==> src/rtl/mult_share_arb.sv <==
// rtl/mult_share_arb.sv - round-robin sharing of one pipelined multiplier, with requester-ID return and drain control
// Optional counters: define MULT_SHARE_ARB_STATS_EN to add stat_issue / stat_conflict.

module mult_share_arb #(
  parameter int NREQ = 4,
  parameter int AW   = 64,
  parameter int BW   = 64,
  parameter int LAT  = 3,
  parameter int IDW  = $clog2(NREQ)
) (
  input  logic                 clk,
  input  logic                 rst,
  input  logic [NREQ-1:0]      req_valid,
  input  logic [NREQ*AW-1:0]   req_a,
  input  logic [NREQ*BW-1:0]   req_b,
  output logic [NREQ-1:0]      req_ready,
  input  logic                 drain_req,
  output logic                 drained,
  output logic                 mult_rst_n,
  output logic [AW-1:0]        mult_a,
  output logic [BW-1:0]        mult_b,
  input  logic [AW+BW-1:0]     mult_c,
  output logic                 rsp_valid,
  output logic [IDW-1:0]       rsp_id,
  output logic [AW+BW-1:0]     rsp_data
`ifdef MULT_SHARE_ARB_STATS_EN
  ,
  output logic [31:0]          stat_issue,
  output logic [31:0]          stat_conflict
`endif
);

  // One spare bit so ptr + offset never overflows before the modulo wrap.
  localparam int CW = IDW + 1;

  typedef enum logic [1:0] {
    ST_RUN     = 2'd0,
    ST_DRAIN   = 2'd1,
    ST_DRAINED = 2'd2
  } state_e;

  state_e             state_q, state_d;
  logic [IDW-1:0]     ptr_q, ptr_d;
  logic [AW-1:0]      mult_a_q, mult_a_d;
  logic [BW-1:0]      mult_b_q, mult_b_d;

  // Tag stage 0 is loaded together with the operand registers; stages 1..LAT
  // track the multiplier's internal registers, so stage LAT lines up with mult_c.
  logic [LAT:0]       tag_vld_q, tag_vld_d;
  logic [IDW-1:0]     tag_id_q [0:LAT];

  logic               issue_en;
  logic               grant_found;
  logic [IDW-1:0]     grant_idx;
  logic [CW-1:0]      cand;
  logic               xfer;
  logic               tag_busy;
  logic [AW-1:0]      a_sel;
  logic [BW-1:0]      b_sel;

  // FSM state register
  always_ff @(posedge clk or posedge rst) begin
    if (rst) begin
      state_q <= ST_RUN;
    end else begin
      state_q <= state_d;
    end
  end

  // FSM next state: drain stops issue, waits for empty tags, resumes when drain_req drops
  always_comb begin
    state_d = state_q;
    case (state_q)
      ST_RUN:     if (drain_req)  state_d = ST_DRAIN;
      ST_DRAIN:   if (!tag_busy)  state_d = ST_DRAINED;
      ST_DRAINED: if (!drain_req) state_d = ST_RUN;
      default:                    state_d = ST_RUN;
    endcase
  end

  // FSM outputs: grants only in RUN with no drain request; reset forces them off
  always_comb begin
    issue_en = (state_q == ST_RUN) && !drain_req && !rst;
    drained  = (state_q == ST_DRAINED);
  end

  // Round-robin search starting one past the last winner, wrapping modulo NREQ
  always_comb begin
    grant_found = 1'b0;
    grant_idx   = '0;
    cand        = '0;
    for (int off = 1; off <= NREQ; off++) begin
      cand = {1'b0, ptr_q} + CW'(off);
      if (cand >= CW'(NREQ)) begin
        cand = cand - CW'(NREQ);
      end
      if (!grant_found && req_valid[cand[IDW-1:0]]) begin
        grant_found = 1'b1;
        grant_idx   = cand[IDW-1:0];
      end
    end
  end

  // One-hot grant vector and the resulting transfer strobe
  always_comb begin
    req_ready = '0;
    if (issue_en && grant_found) begin
      req_ready[grant_idx] = 1'b1;
    end
    xfer = issue_en && grant_found;
  end

  // Operand mux for the winning requester
  always_comb begin
    a_sel = '0;
    b_sel = '0;
    for (int i = 0; i < NREQ; i++) begin
      if (grant_idx == IDW'(i)) begin
        a_sel = req_a[i*AW +: AW];
        b_sel = req_b[i*BW +: BW];
      end
    end
  end

  // Next-state for pointer, operand registers and tag valid shift
  always_comb begin
    ptr_d     = xfer ? grant_idx : ptr_q;
    mult_a_d  = xfer ? a_sel : mult_a_q;
    mult_b_d  = xfer ? b_sel : mult_b_q;
    tag_vld_d = {tag_vld_q[LAT-1:0], xfer};
  end

  // Pointer and operand registers; operands hold when nothing is issued
  always_ff @(posedge clk or posedge rst) begin
    if (rst) begin
      ptr_q    <= IDW'(NREQ - 1);
      mult_a_q <= '0;
      mult_b_q <= '0;
    end else begin
      ptr_q    <= ptr_d;
      mult_a_q <= mult_a_d;
      mult_b_q <= mult_b_d;
    end
  end

  // Tag shift pipeline; an idle slot carries ID 0 so rsp_id is 0 when nothing returns
  always_ff @(posedge clk or posedge rst) begin
    if (rst) begin
      tag_vld_q <= '0;
      for (int j = 0; j <= LAT; j++) begin
        tag_id_q[j] <= '0;
      end
    end else begin
      tag_vld_q   <= tag_vld_d;
      tag_id_q[0] <= xfer ? grant_idx : '0;
      for (int j = 1; j <= LAT; j++) begin
        tag_id_q[j] <= tag_id_q[j-1];
      end
    end
  end

  assign tag_busy   = |tag_vld_q;
  assign mult_rst_n = ~rst;
  assign mult_a     = mult_a_q;
  assign mult_b     = mult_b_q;
  assign rsp_valid  = tag_vld_q[LAT];
  assign rsp_id     = tag_id_q[LAT];
  assign rsp_data   = mult_c;

`ifdef MULT_SHARE_ARB_STATS_EN
  logic [31:0] issue_cnt_q, issue_cnt_d;
  logic [31:0] conflict_cnt_q, conflict_cnt_d;
  logic        multi_req;

  // Saturating counters: transfers, and RUN cycles with two or more requesters pending
  always_comb begin
    multi_req      = |(req_valid & (req_valid - NREQ'(1)));
    issue_cnt_d    = issue_cnt_q;
    conflict_cnt_d = conflict_cnt_q;
    if (xfer && (issue_cnt_q != 32'hFFFF_FFFF)) begin
      issue_cnt_d = issue_cnt_q + 32'd1;
    end
    if ((state_q == ST_RUN) && multi_req && (conflict_cnt_q != 32'hFFFF_FFFF)) begin
      conflict_cnt_d = conflict_cnt_q + 32'd1;
    end
  end

  // Counter registers
  always_ff @(posedge clk or posedge rst) begin
    if (rst) begin
      issue_cnt_q    <= '0;
      conflict_cnt_q <= '0;
    end else begin
      issue_cnt_q    <= issue_cnt_d;
      conflict_cnt_q <= conflict_cnt_d;
    end
  end

  assign stat_issue    = issue_cnt_q;
  assign stat_conflict = conflict_cnt_q;
`endif

endmodule

==> config.mk <==
export PLATFORM = sky130hd
export DESIGN_NAME = mult_share_arb
export DESIGN_NICKNAME = d
export VERILOG_FILES = /design/src/rtl/mult_share_arb.sv
export SDC_FILE = /design/constraint.sdc
export NUM_CORES = 1
export LEC_CHECK = 0
export BUFFER_PORTS_ARGS = -buffer_cell sky130_fd_sc_hd__buf_2
export CORE_AREA = 2 2 350 352
export CTS_CLUSTER_DIAMETER = 200
export DETAILED_ROUTE_END_ITERATION = 8
export DIE_AREA = 0 0 352 354
export PLACE_DENSITY_LB_ADDON = 0.15
export SYNTH_ARGS = -nofsm -noshare
export SYNTH_HDL_FRONTEND = slang
export SYNTH_SLANG_ARGS = --single-unit
==> constraint.sdc <==
create_clock -name clk -period 4.8 [get_ports clk]
set_input_delay 0.24 -clock clk [delete_from_list [all_inputs] [get_ports clk]]
set_output_delay 0.24 -clock clk [all_outputs]
set_load 0.01 [all_outputs]
==> results of run 1 <==
logic make-up after synthesis:
group	synth area share
AND/OR/NAND/NOR	0.1309
multiplexers	0.2559
buffers and inverters	0.1497
flip-flops	0.3377
AO/OA/AOI/OAI	0.1258
cells in the mapped netlist (all sizes together):
cell type	number	area, um^2
o21ai	2	10.00
nor2b	3	18.77
nor3	2	10.01
a21o	2	15.01
o32a	1	10.01
a21oi	2	13.76
buf	220	1494
nand2	6	30.03
nor2	5	18.77
mux2i	129	1291
inv	5	18.76
and3b	1	8.760
mux2	128	1441
dfstp	2	52.55
clkbuf	23	86.33
a211oi	1	7.510
a221o	128	1281
nor4	2	12.51
nand2b	1	6.260
dfrtp	142	3553
or4	1	11.26
o22ai	1	6.260
nand3	256	1281
per-layer routing:
metal  routed length (um)  part of all wire
met5                   35           0.00061
met3                 3208             0.056
met4                 1713             0.030
met2                31450              0.54
met1                21370              0.37
flip-flops by register name, summed over array words and instances, names as in the netlist:
name / cells
mult_a: 64
ptr_q: 2
rsp_id: 2
mult_b: 64
tag_id_q: 6
tag_vld_q: 4
state_q: 2
through the flow:
stage	power [uW]	setup WS, ns
floorplan	4419	0.6190
global placement	5962	1.771
detailed placement	5938	1.714
CTS	7565	1.423
global route	7836	1.356
finish	7311	1.626
where the power goes:
part / total, uW / internal, uW / switching, uW
clock network: 1520 / 832 / 683
logic: 3740 / 1670 / 2060
registers: 2060 / 1740 / 317
total: 7310 / 4250 / 3060
worst min-delay path, stage by stage:
cell	delay [ns]
buf_2	0.07
mux2_1	0.12
a221o_1	0.13
how the worst min path moves through the flow:
| stage | endpoint | cells past startpoint | from | slack (ns) |
|---|---|---|---|---|
| finish | mult_a[30]$_DFFE_PP0N_ | 3 | req_a[30] | 0.09 |
| global route | mult_a[30]$_DFFE_PP0N_ | 3 | req_a[30] | 0.03 |
| CTS | mult_a[30]$_DFFE_PP0N_ | 3 | req_a[30] | 0.006 |
| detailed placement | state_q[1]$_DFFE_PP0P_ | 2 | rst | 0.26 |
| global placement | state_q[0]$_DFFE_PP0P_ | 2 | rst | 0.27 |
| floorplan | rsp_id[0]$_DFF_PP0_ | 0 | tag_id_q[2]$_DFF_PP0_ | 0.33 |
cell type report:
| cell class | instances | area (um^2) |
|---|---|---|
| Multi-Input combinational cell | 671 | 5507 |
| Clock buffer | 19 | 442.9 |
| Inverter | 5 | 31.28 |
| Tap cell | 1625 | 2033 |
| Sequential cell | 144 | 3606 |
| Fill cell | 13942 | 105400 |
| Timing Repair Buffer | 692 | 3699 |
| Clock inverter | 13 | 160.2 |
==> summary.txt, run 1 <==
Status
  • Status: finished clean

Worst setup path
  • Max incr delay on CP: 0.71 ns
  • Crit path depth: 6
  • Top delay family on crit path: simple AND/OR/NAND/NOR gates
  • Type of origin of the critical path: flip-flop
  • Worst R2R Setup Slack: 1.87 ns
  • Worst Path Buf+Inv: 2
  • Crit path max fanout: 70
  • Worst r2r dst: mult_a[2]$_DFFE_PP0N_
  • Crit-path cells: nor4_1 > nand2_8 > inv_8 > nand2_1 > nor2_1 > buf_2
  • Reg2reg start: ptr_q[1]$_DFFE_PP1N_
  • Slowest-stage cell, CP: nor4_1
  • CP Launch Point: state_q[0]$_DFFE_PP0P_
  • Worst setup path endpoint: req_ready[3]
  • Worst EP arrival: between 2 and 3 ns
  • Critical path class: reg2out
  • Crit end category: primary output
  • Critical path data required time: between 4 and 5 ns
  • Reg2Reg Depth: 6

Final layout
  • Final nets: 2178
  • Layout area overhead: 44.94%
  • Utilization after layout: 0.1280
  • Fin area: 0.01548 mm^2
  • Share of post-route cells with drive strength above 1: 0.5427
  • Non-Filler Instances: 3169
  • Antenna Diode Count: 0
  • Most frequent cells in the layout: 655 x buf_2, 256 x nand3_1, 142 x dfrtp_1
  • Commonest non-fill, non-tap cell in the layout: buf_2

STA
  • Peak Freq: 315.0 MHz
  • Max_slew headroom: 0.4055
  • Unrepaired setup endpoints after global routing: false
  • Period Utilization, post-route: 0.6613
  • Hold Fails Final Rpt: 0
  • Final setup TNS: 0 ns
  • Final Skew: between 0.01 and 0.015 ns
  • Slew @ Worst Pin: 0.8917 ns
  • Final max-slew violation count: 0
  • Final setup fails: 0
  • Hold slack final: 0.08848 ns
  • Clock period minus final worst setup slack: 3.174 ns

Logic synthesis
  • Unique masters post-synth: 31
  • Synthesis Warnings: 0
  • Syn nets: 1710
  • Syn Inst Count: 1063
  • Area of the mapped netlist: 0.01068 mm^2
  • Post-synthesis area per instance: 10.05 um^2
  • Yosys reg bits: 144
  • Sequential-to-total area share from yosys stat: 0.3377

Route
  • DR iter-0 viols: 424
  • Vias per inst: roughly 3.3
  • WL final: 57.77 mm
  • WL per Instance: about 18 um
  • Post-DRT Antenna Nets: 0
  • Vias: approximately 10000
  • First-pass DRT Iterations: 4
  • DRC viols: 0

Floorplan
  • Die width: approximately 350 um
  • I/O pin count: 912
  • Die H: between 300 and 400 um
  • Row cnt: 128
  • Core footprint: 0.1209 mm^2
  • DIE AREA: between 0.1 and 0.15 mm^2
  • Initial core utilization: 0.08832

Clocking
  • H-Tree Depth: 4
  • Clk_lat worst skew: 0.50 ns
  • Num CTS Buffers: 17
  • CTS tree: done
  • Worst-path clk slew: 0.08 ns
  • CTS max path bufs: 2
  • Setup bufs post-CTS: 0
  • Cts hold-fix bufs: 2
  • CTS root buf: clkbuf_16
  • # resized after CTS: 0
  • TritonCTS Sinks: between 100 and 150

Global routing
  • Vias in the first global route: between 10000 and 15000
  • Gr busiest metal: met2
  • Global-route usage over all layers: 0.09007
  • Met2 Track Usage GR: 0.1718
  • Grt total ovfl: 0
  • Routing usage on met1: 0.09289
  • Antenna violations before repair: 7
  • Largest net degree at the start of global routing: 75
  • Met3 Usage GRT: 0.02258
  • First-pass GRT wire length: 81.40 mm

Place
  • Dpl cell area: around 0.015 mm^2
  • GPL Wtd Cong: 0.8018
  • PortBufs: 655
  • Placed cells: 3135
  • Post-detail-place hpwl: 44.12 mm

Job
  • Max_cap viols: 0

Power
  • Leakage: 0.006852 uW
  • PD cells: 472.3 mW/mm^2
  • Maximum vdd drop: 279.6 uV

Min path
  • Worst hold path type: in2reg
Power figures use the tool's default switching activity.
==> run 2, diff against run 1 <==
--- a/config.mk
+++ b/config.mk
@@ -6,10 +6,10 @@
 export NUM_CORES = 1
 export LEC_CHECK = 0
 export BUFFER_PORTS_ARGS = -buffer_cell sky130_fd_sc_hd__buf_2
-export CORE_AREA = 2 2 350 352
+export CORE_AREA = 2 2 354 356
 export CTS_CLUSTER_DIAMETER = 200
 export DETAILED_ROUTE_END_ITERATION = 8
-export DIE_AREA = 0 0 352 354
+export DIE_AREA = 0 0 356 358
 export PLACE_DENSITY_LB_ADDON = 0.15
 export SYNTH_ARGS = -nofsm -noshare
 export SYNTH_HDL_FRONTEND = slang
==> constraint.sdc (replaced) <==
create_clock -name clk -period 2.86 [get_ports clk]
set_input_delay 0.143 -clock clk [delete_from_list [all_inputs] [get_ports clk]]
set_output_delay 0.143 -clock clk [all_outputs]
set_load 0.01 [all_outputs]
==> run 2 against run 1 <==
  * Die area up 2.3%
  * Via count up 15%
  * Highest routed layer unchanged
  * Setup slack worse by 1.5 ns
  * Sequential share of layout area down 4.5 points
  * Utilization up 2.7 points
  * Sequential power up 67%
  * Total power up 80%
  * First-iteration DRC count up 42%
  * Global-route usage up 0.19 points
  * Non-clock buffer count up 352
==> summary.txt, run 2 (synthesized netlist as in run 1, its figures left out) <==
Job
  • Max_cap viols: 0 (unchanged)

Worst setup path
  • Crit path max fanout: 76 (+8.6%)
  • Top delay family on crit path: buffers and inverters
  • Reg2Reg Depth: 8 (+2)
  • Crit end category: flip-flop
  • Slowest-stage cell, CP: dfstp_2
  • Critical path class: reg2reg
  • Critical path data required time: 3.26 ns (-1.30 ns)
  • Max incr delay on CP: 0.57 ns (-0.14 ns)
  • Worst Path Buf+Inv: 3 (+1)
  • Crit-path cells: and3b_1 > o32a_2 > buf_12 > buf_4 > nand3_1 > mux2i_1 > dlygate4sd3_1 > a221o_1
  • Crit path depth: 8 (+2)
  • Type of origin of the critical path: flip-flop
  • Worst EP arrival: 3.14 ns (+0.21 ns)

Power
  • Leakage: 0.008446 uW (+23%)
  • Maximum vdd drop: 394.3 uV (+41%)
  • PD cells: 685.2 mW/mm^2 (+45%)
  • Logic gate share of total power: 0.543 (+0.032)
  • Clock power frac: 0.195 (-0.012)
  • Internal power: 7684 uW (+81%)
  • Reg power frac: 0.262 (-0.020)
  • Sw frac: 0.4146 (-0.004589)
  • Total power: 13130 uW (+80%)
  • Net Switching: 5442 uW (+78%)

Floorplan
  • I/O pin count: 912 (unchanged)
  • Die H: 358 um (+1.1%)
  • Initial core utilization: 0.08660 (-0.001717)
  • DIE AREA: 0.1274 mm^2 (+2.3%)
  • Die width: 356 um (+1.1%)
  • Core footprint: 0.1233 mm^2 (+2.0%)
  • Row cnt: 129 (+0.78%)

STA
  • Max_slew headroom: 0.5356 (+0.1301)
  • Clock period minus final worst setup slack: between 2 and 3 ns
  • Slew @ Worst Pin: 0.6965 ns (-0.1952 ns)
  • Hold slack final: 0.05962 ns (-0.02886 ns)
  • Period Utilization, post-route: 0.9592
  • Hold Fails Final Rpt: 0 (unchanged)
  • Final Skew: 0.02028 ns (+0.005535 ns)
  • Peak Freq: 364.5 MHz
  • Final WS setup: 0.1167 ns (-1.509 ns)
  • Final setup fails: 0 (unchanged)
  • Final max-slew violation count: 0 (unchanged)
  • Final setup TNS: 0 ns (unchanged)
  • Unrepaired setup endpoints after global routing: false

Route
  • First-pass DRT Iterations: 5 (+1)
  • Post-DRT Antenna Nets: 0 (unchanged)
  • DR iter-0 viols: 600 (+42%)
  • WL final: 63.10 mm (+9.2%)
  • DRC viols: 0 (unchanged)
  • Vias: 12016 (+15%)
  • Vias per inst: 3.400 (+2.7%)
  • WL per Instance: 17.85 um (-2.1%)

Clocking
  • Worst-path clk slew: 0.09 ns (about the same)
  • CTS tree: done
  • CTS max path bufs: 2 (unchanged)
  • H-Tree Depth: 4 (unchanged)
  • CTS root buf: clkbuf_16
  • Num CTS Buffers: 17 (unchanged)
  • Clk_lat worst skew: 0.51 ns (about the same)
  • TritonCTS Sinks: 144 (unchanged)

Final layout
  • Seq. cell area: 0.003606 mm^2 (unchanged)
  • Filler cells: 14089 (+1.1%)
  • Multi-input gate area: 0.005523 mm^2 (+0.30%)
  • Layout area overhead: 79.39%
  • Share of post-route cells with drive strength above 1: 0.4573 (-0.08547)
  • Final nets: 2530 (+16%)
  • Most frequent cells in the layout: 655 x buf_2, 329 x dlygate4sd3_1, 256 x nand3_1
  • Commonest non-fill, non-tap cell in the layout: buf_2
  • Utilization after layout: 0.1554 (+0.02734)

Global routing
  • Vias in the first global route: 12865 (+13%)
  • Antenna violations before repair: 10 (+3)
  • Grt total ovfl: 0 (unchanged)
  • First-pass GRT wire length: 85.26 mm (+4.7%)
  • Largest net degree at the start of global routing: 77 (+2.7%)
  • Global-route usage over all layers: 0.09197 (+0.001902)

Min path
  • Hold-critical path depth: 4 (+1)
  • Worst hold path type: in2reg

Place
  • Dpl ws: 0.2837 ns (-1.430 ns)
  • GPL Wtd Cong: 0.8021 (about the same)
  • PortBufs: 655 (unchanged)
  • Post-detail-place hpwl: 46.32 mm (+5.0%)

Status
  • Status: finished clean
run 2: cell types whose count changed in the layout (fill, tap and decap cells not counted), sizes merged:
cell         previous run  this run
dlygate4sd3             2       329
bufinv                  3         2
clkinv                  6         2
inv                     7        12
clkinvlp                2         4
clkbuf                 19        20
buf                   690       712
diode                   0         1
run 2: path summary, 6_finish.rpt:
kind / slack, ns / from / to
hold reg to reg: 0.35 / tag_id_q[6]$_DFF_PP0_ / tag_id_q[4]$_DFF_PP0_
min in group asynchronous: 0.20 / rst / mult_a[56]$_DFFE_PP0N_
setup reg to reg: 0.12 / ptr_q[0]$_DFFE_PP1N_ / mult_b[41]$_DFFE_PP0N_
max in group asynchronous: 1.85 / rst / mult_b[45]$_DFFE_PP0N_
hold / removal: 0.06 / req_b[177] / mult_b[49]$_DFFE_PP0N_
setup / recovery: 0.12 / ptr_q[0]$_DFFE_PP1N_ / mult_b[41]$_DFFE_PP0N_
run 2: repair_timing:
action / in CTS / in global routing
endpoints found under the hold margin: 249 / 0
pin swaps: 0 / 1
buffers inserted: 0 / 2
gates cloned: 0 / 3
hold buffers: 329 / 0
endpoints found under the setup margin: 2 / 20
resized for setup: 1 / 10
run 2: through the flow:
stage / cell area (um^2) / cells
floorplan: 10680 / 1063
global placement: 15130 / 3167
detailed placement: 15130 / 3167
CTS: 19030 / 3528
global route: 19160 / 3534
finish: 19160 / 3534
run 2: power by group through the flow:
stage | logic [uW] | registers [uW] | clock network, uW
4_1_cts | 7130 | 3440 | 2750
5_1_grt | 7690 | 3560 | 2800
6_report | 7130 | 3440 | 2560
3_5_place_dp | 6650 | 3450 | 0
2_1_floorplan | 3620 | 3790 | 0
3_3_place_gp | 6650 | 3480 | 0
run 2: area by class of cell:
| cell class | count | area share |
|---|---|---|
| Clock inverter | 15 | 0.008948 |
| Tap cell | 1637 | 0.1069 |
| Clock buffer | 17 | 0.02221 |
| Antenna cell | 1 | 0.0001306 |
| Timing Repair Buffer | 1044 | 0.3833 |
| Sequential cell | 144 | 0.1882 |
| Multi-Input combinational cell | 671 | 0.2883 |
| Inverter | 5 | 0.002025 |
run 2: worst min-delay path, delay by kind of cell:
family | cells | cell delay, ns
buf+inv | 1 | 0.08
simple gates | 1 | 0.05
compound gates | 1 | 0.12
mux | 1 | 0.14
run 2: layer usage:
layer  track usage  part of all wire  wire length [um]
met5             0           0.00070                44
met4       0.05055             0.043              2703
met3       0.02132             0.057              3614
met2        0.1722              0.54             33940
met1       0.09387              0.36             22790
